### src/rtl/rr_sel_arbiter.sv
// rtl/rr_sel_arbiter.sv - four-way round-robin arbiter producing a registered 4:1 mux select
// Grants are held until done or TIMEOUT cycles, then priority rotates past the winner.
module rr_sel_arbiter #(
    parameter int TIMEOUT = 15,
    parameter int CNT_W   = 8
) (
    input  logic       clk,
    input  logic       rst_n,
    input  logic [3:0] req,
    input  logic       done,
    output logic [1:0] sel,
    output logic [3:0] grant,
    output logic       grant_valid,
    output logic       timeout_err
);

    typedef enum logic {
        IDLE = 1'b0,
        HOLD = 1'b1
    } state_t;

    localparam logic [CNT_W-1:0] CNT_LAST = CNT_W'(TIMEOUT - 1);

    state_t           state, state_nx;
    logic [1:0]       ptr, ptr_nx;
    logic [CNT_W-1:0] cnt, cnt_nx;
    logic [1:0]       sel_nx;
    logic [3:0]       grant_nx;
    logic             valid_nx;
    logic             terr_nx;
    logic [1:0]       winner;
    logic [1:0]       probe;

    // Scan from the lowest-priority slot upward so the highest-priority hit lands last.
    always_comb begin
        winner = ptr;
        probe  = ptr;
        for (int k = 3; k >= 0; k--) begin
            probe = ptr + 2'(k);
            if (req[probe]) begin
                winner = probe;
            end
        end
    end

    always_comb begin
        state_nx = state;
        ptr_nx   = ptr;
        cnt_nx   = cnt;
        sel_nx   = sel;
        grant_nx = grant;
        valid_nx = grant_valid;
        terr_nx  = 1'b0;
        case (state)
            IDLE: begin
                grant_nx = 4'b0000;
                valid_nx = 1'b0;
                if (req != 4'b0000) begin
                    sel_nx   = winner;
                    grant_nx = 4'b0001 << winner;
                    valid_nx = 1'b1;
                    cnt_nx   = '0;
                    state_nx = HOLD;
                end
            end
            HOLD: begin
                if (done || (cnt == CNT_LAST)) begin
                    grant_nx = 4'b0000;
                    valid_nx = 1'b0;
                    ptr_nx   = sel + 2'd1;
                    terr_nx  = ~done;
                    state_nx = IDLE;
                end else begin
                    cnt_nx = cnt + 1'b1;
                end
            end
            default: begin
                state_nx = IDLE;
            end
        endcase
    end

    always_ff @(posedge clk or negedge rst_n) begin
        if (!rst_n) begin
            state       <= IDLE;
            ptr         <= 2'd0;
            cnt         <= '0;
            sel         <= 2'b00;
            grant       <= 4'b0000;
            grant_valid <= 1'b0;
            timeout_err <= 1'b0;
        end else begin
            state       <= state_nx;
            ptr         <= ptr_nx;
            cnt         <= cnt_nx;
            sel         <= sel_nx;
            grant       <= grant_nx;
            grant_valid <= valid_nx;
            timeout_err <= terr_nx;
        end
    end

endmodule

### config.mk
export PLATFORM = sky130hd
export DESIGN_NAME = rr_sel_arbiter
export DESIGN_NICKNAME = d
export VERILOG_FILES = /design/src/rtl/rr_sel_arbiter.sv
export SDC_FILE = /design/constraint.sdc
export NUM_CORES = 1
export LEC_CHECK = 0
export CAP_MARGIN = 15
export CORE_MARGIN = 3
export CORE_UTILIZATION = 40
export DETAILED_ROUTE_END_ITERATION = 10
export MAX_ROUTING_LAYER = met4
export PLACE_DENSITY_LB_ADDON = 0.05
export SLEW_MARGIN = 30
export SYNTH_ARGS = -nofsm -noshare
export SYNTH_HDL_FRONTEND = slang
export SYNTH_SLANG_ARGS = --single-unit
### constraint.sdc
create_clock -name clk -period 2.3 [get_ports clk]
set_clock_uncertainty 0.2 [all_clocks]
set_input_delay 0.345 -clock clk [delete_from_list [all_inputs] [get_ports clk]]
set_output_delay 0.345 -clock clk [all_outputs]
set_load 0.02 [all_outputs]
; ---- After elaboration in Yosys (flattened, before gate mapping)
; Cells that the tools add are included.
[totals]
register_bits = 19
output_inout_bits = 8
[op_classes]
n_addsub = 5
n_reduce_logical = 5
n_eq_ne = 4
shifts = 1
magnitude_cmp = 4
bitwise_logic = 2
mux = 25
[op_table]
columns = operator, count
row1 = two-way mux 8 bit, 2
row2 = case mux 8 bit (2 select lines), 1
row3 = less-than comparator 2 x 3 -> 1 bit (second input constant), 4
row4 = two-way mux 1 bit, 9
row5 = adder 8 x 1 -> 8 bit (second input constant), 1
row6 = binary-select mux 1 bit (select 2 bit), 4
row7 = equality test 8 x 4 -> 1 bit (second input constant), 1
row8 = two-way mux 2 bit, 4
row9 = two-way mux 4 bit, 2
row10 = case mux 4 bit (2 select lines), 1
row11 = AND reduction 2 bit, 3
row12 = adder 2 x 1 -> 2 bit (second input constant), 2
row13 = adder 2 bit (second input constant), 2
row14 = != test 2 bit (second input constant), 2
row15 = case mux 1 bit (2 select lines), 2
row16 = nonzero test 4 bit, 1
row17 = left shift 1 x 2 -> 4 bit (first input constant), 1
row18 = != test 2 x 1 -> 1 bit (second input constant), 1
row19 = inverter 1 bit, 2
row20 = logical OR 1 bit, 1

; ---- Depth between registers and ports, before layout
[logic_depth]
ltp_word = 10
mapped_depth = 6
ltp_nobuf = 6

; ---- Worst setup path after synthesis
; OpenSTA, ideal clock, no wires.
[synth_timing]
path_type = reg2reg
start = register cnt[0]
end = register ptr[1]
n_path_buf = 0
setup_ns = 0.125
t_arrival_ns = 1.591
slack_ns = 0.384
path_stages_with_launch = 7
period_less_slack_ns = 1.916
path_cell_list = dfrtp_1 inv_1 ha_1 or4b_4 nor2_4 o21ai_2 mux2_4
[synth_via]
elab_chain_cells = 3
[synth_lines]
columns = element, line
row1 = from (decl), 26  ; logic [CNT_W-1:0] cnt, cnt_nx;
row2 = from (signal assigned), 95  ; cnt <= cnt_nx;
row3 = equality test 8 x 4 -> 1 bit, 67  ; if (done || (cnt == CNT_LAST)) begin
row4 = logical OR 1 bit, 67
row5 = AND reduction 2 bit (no source line), -
row6 = to (signal assigned), 94  ; ptr <= ptr_nx;
row7 = to (decl), 25  ; logic [1:0] ptr, ptr_nx;
; Every way passes these cells.
; A chain may end at the register's enable or synchronous reset.

; ---- Final worst setup path
; Same ends and word-level chain as after synthesis.

==> impl_results.md <==
- Status: finished clean
- Drt pass-1 iters: 4
- # port buffers: 14
- Synthesized flop and latch total: 19
- Cts bufs inserted: 3
- Clk slew on worst S/H paths: 110 ps
- Number of flops mapped to enable cells by yosys: 0
- CTS Hold Buffers Added: 0
- Worst Setup Slack, final: 267 ps
- Initial DRC count: 12
- Final wirelength: 1930 µm
- Vias in the first global route: 743
- Die ar.: 0.00305 mm²
- Largest net degree at the start of global routing: 20
- Max Fanout on Critical Path: 5
- Final min period: 2030 ps
- Period utilization: 0.884
- Commonest non-fill, non-tap cell in the layout: dfrtp_1
- Inst Count DP: 132
- Synth-to-Final Area Change: 22.1%
- Startpoint Class: flop
- Post-route antenna net violation count: 0
- Layout cells sized above 1: 0.111
- CTS tree: yes
- Hold Vio Cnt, Final: 0
- Dpl hpwl: 1420 µm
- Post-CTS Setup Inserts: 0
- Routed len/inst: 14.2 µm
- I/O pins: 15
- Yosys warns: 0
- RSZ-0062 raised after global routing: false
- Later-pin clock latency in the skew report: 290 ps
- Path depth of the worst reg2reg path: 6
- Root Buffer: clkbuf_4
- Core Box Area: 0.00225 mm²
- GRT Overall Usage: 0.141
- Reg-to-reg startpoint: cnt[0]$_DFFE_PN0P_
- Largest delay share family, worst path: simple AND/OR/NAND/NOR gates
- Clock Tree Buf Depth: 2
- Post_cts resized: 0
- Drc violations: 0
- Leakage: 0.000520 µW
- Pre-CTS WS: 269 ps
- Crit Path Category: flop to flop
- Vias/cell: 5.49
- Slew HR: 0.759
- Min-Delay Path Class: input pin to async pin
- Initial Util: 0.430
- Via count: 746
- RD Place Congestion: 0.787
- Peak Freq: 0.492 GHz
- Async S/R FF share, synth: 1.00
- Placement Cell Area: 0.00115 mm²
- NumNets Final: 118
- Most frequent cells in the layout: dfrtp_1 (19), clkdlybuf4s50_1 (14), nor2_1 (7)
- Post-synthesis sequential area ratio: 0.491
- Cells along the critical path: inv_1 -> ha_1 -> or4b_4 -> nor2_4 -> o21ai_2 -> mux2_4
- Peak supply drop: 549 µV
- Max-slew violation count: 0
- Main flop type after synthesis: dfrtp_1
- Max_cap viols: 0
- H-tree depth: 1
- Fin Setup TNS: 0 ps
- PwrDens: 1050 mW/mm²
- Worst path slowest cell: or4b_4
- Avg Synthesized Cell Area: 10.9 µm²
- ANT cells: 0
- Worst path bufs/invs: 1
- Arrival time worst endpoint: 2020 ps
- Die extent in y: 55.2 µm
- Final setup fails: 0
- Syn_nets: 98
- Cells after synthesis: 89
- Die Width: 55.2 µm
- Worst Setup SP: cnt[0]$_DFFE_PN0P_
- Initial antenna violation count: 0
- Clk sinks: 19
- FP Rows: 17
- Worst-margin pin slew: 362 ps
- CP Capture Type: flop
- CP Data Required Time: 2290 ps
- Post-Synthesis Cell Area: 968 µm²
- Gr ovfl total: 0
- First-pass GRT wire length: 3350 µm
- Max stage delay on crit path: 530 ps
- Flop2flop setup slack: 270 ps
- R2r endpoint: ptr[1]$_DFFE_PN0P_
- Netlist cell types: 36
- Layout Cells excl Fill: 136
- Design area: 0.00118 mm²
## worst max path at each step
stage / to / slack (ps) / cells after the start
after floorplan: ptr[1]$_DFFE_PN0P_ / 380 / 6
after global placement: ptr[1]$_DFFE_PN0P_ / 290 / 6
after detailed placement: sel[1]$_DFFE_PN0P_ / 270 / 5
after CTS: ptr[1]$_DFFE_PN0P_ / 250 / 6
after global routing: ptr[1]$_DFFE_PN0P_ / 180 / 6
final: ptr[1]$_DFFE_PN0P_ / 270 / 6
## worst register-to-register path: cells and delay by family, from the launching register on
| family | cells | cell delay, ps |
|---|---|---|
| fa+ha+maj | 1 | 150 |
| buf+inv | 1 | 70 |
| flops | 1 | 430 |
| simple gates | 2 | 690 |
| mux | 1 | 300 |
| compound gates | 1 | 90 |
## routing by layer
layer	track usage	wire length, µm	up-vias
li1	-	-	369
met1	0.180	888	367
met2	0.211	950	8
met3	0.0304	69	2
met4	0.0694	17	0
met5	-	0	-
## sequential cells by signal, indices dropped and copies added, names as in the netlist
| signal | count |
|---|---|
| timeout_err | 1 |
| cnt | 8 |
| grant | 4 |
| sel | 2 |
| grant_valid | 1 |
| state | 1 |
| ptr | 2 |
## cell families (layout without fill, tap and decap cells)
family,Yosys count,after routing,share of synthesized area
AOI/OAI and AO/OA,29,29,0.227
xor gates and xnor gates,5,5,0.0452
adders and majority gates,2,2,0.0258
buffers and inverters,3,22,0.0116
DFF,19,19,0.491
muxes,2,2,0.0258
and+or+nand+nor,29,29,0.173
## synthesized netlist by cell type (2+ instances only)
| master | count | share of area |
|---|---|---|
| a21o_1 | 2 | 0.015 |
| a21oi_1 | 3 | 0.015 |
| a22o_1 | 2 | 0.018 |
| dfrtp_1 | 19 | 0.49 |
| ha_1 | 2 | 0.026 |
| inv_1 | 2 | 0.0078 |
| nand2_1 | 5 | 0.019 |
| nand3_1 | 2 | 0.010 |
| nand4_1 | 3 | 0.019 |
| nor2_1 | 7 | 0.027 |
| nor2b_1 | 4 | 0.026 |
| o211ai_1 | 3 | 0.023 |
| o21ai_0 | 2 | 0.010 |
| o21ai_1 | 3 | 0.015 |
| o21ai_2 | 2 | 0.018 |
| o22a_1 | 2 | 0.018 |
| o2bb2ai_1 | 2 | 0.018 |
| o31ai_1 | 2 | 0.015 |
| xor2_1 | 5 | 0.045 |
## where the power goes
group	total (µW)	internal, µW	switching, µW
sequential	526	435	91.5
clock	167	64.7	103
combinational	545	257	289
total	1240	756	483
## cell type report
type | count | area, µm²
clock buffer | 3 | 22.5
clock inverter | 1 | 5.00
fill | 223 | 1070
inverter | 2 | 7.51
multi-input combinational | 67 | 482
sequential | 19 | 475
tap | 28 | 35.0
timing repair buffer | 16 | 155
## stage by stage
step	hold WS (ps)	total power (µW)	util
detailed placement	271	1090	0.512
global route	201	1340	0.524
finish	182	1240	0.524
floorplan	-151	866	-
CTS	180	1260	0.524
global placement	266	1080	0.512
Power figures use the tool's default switching activity.
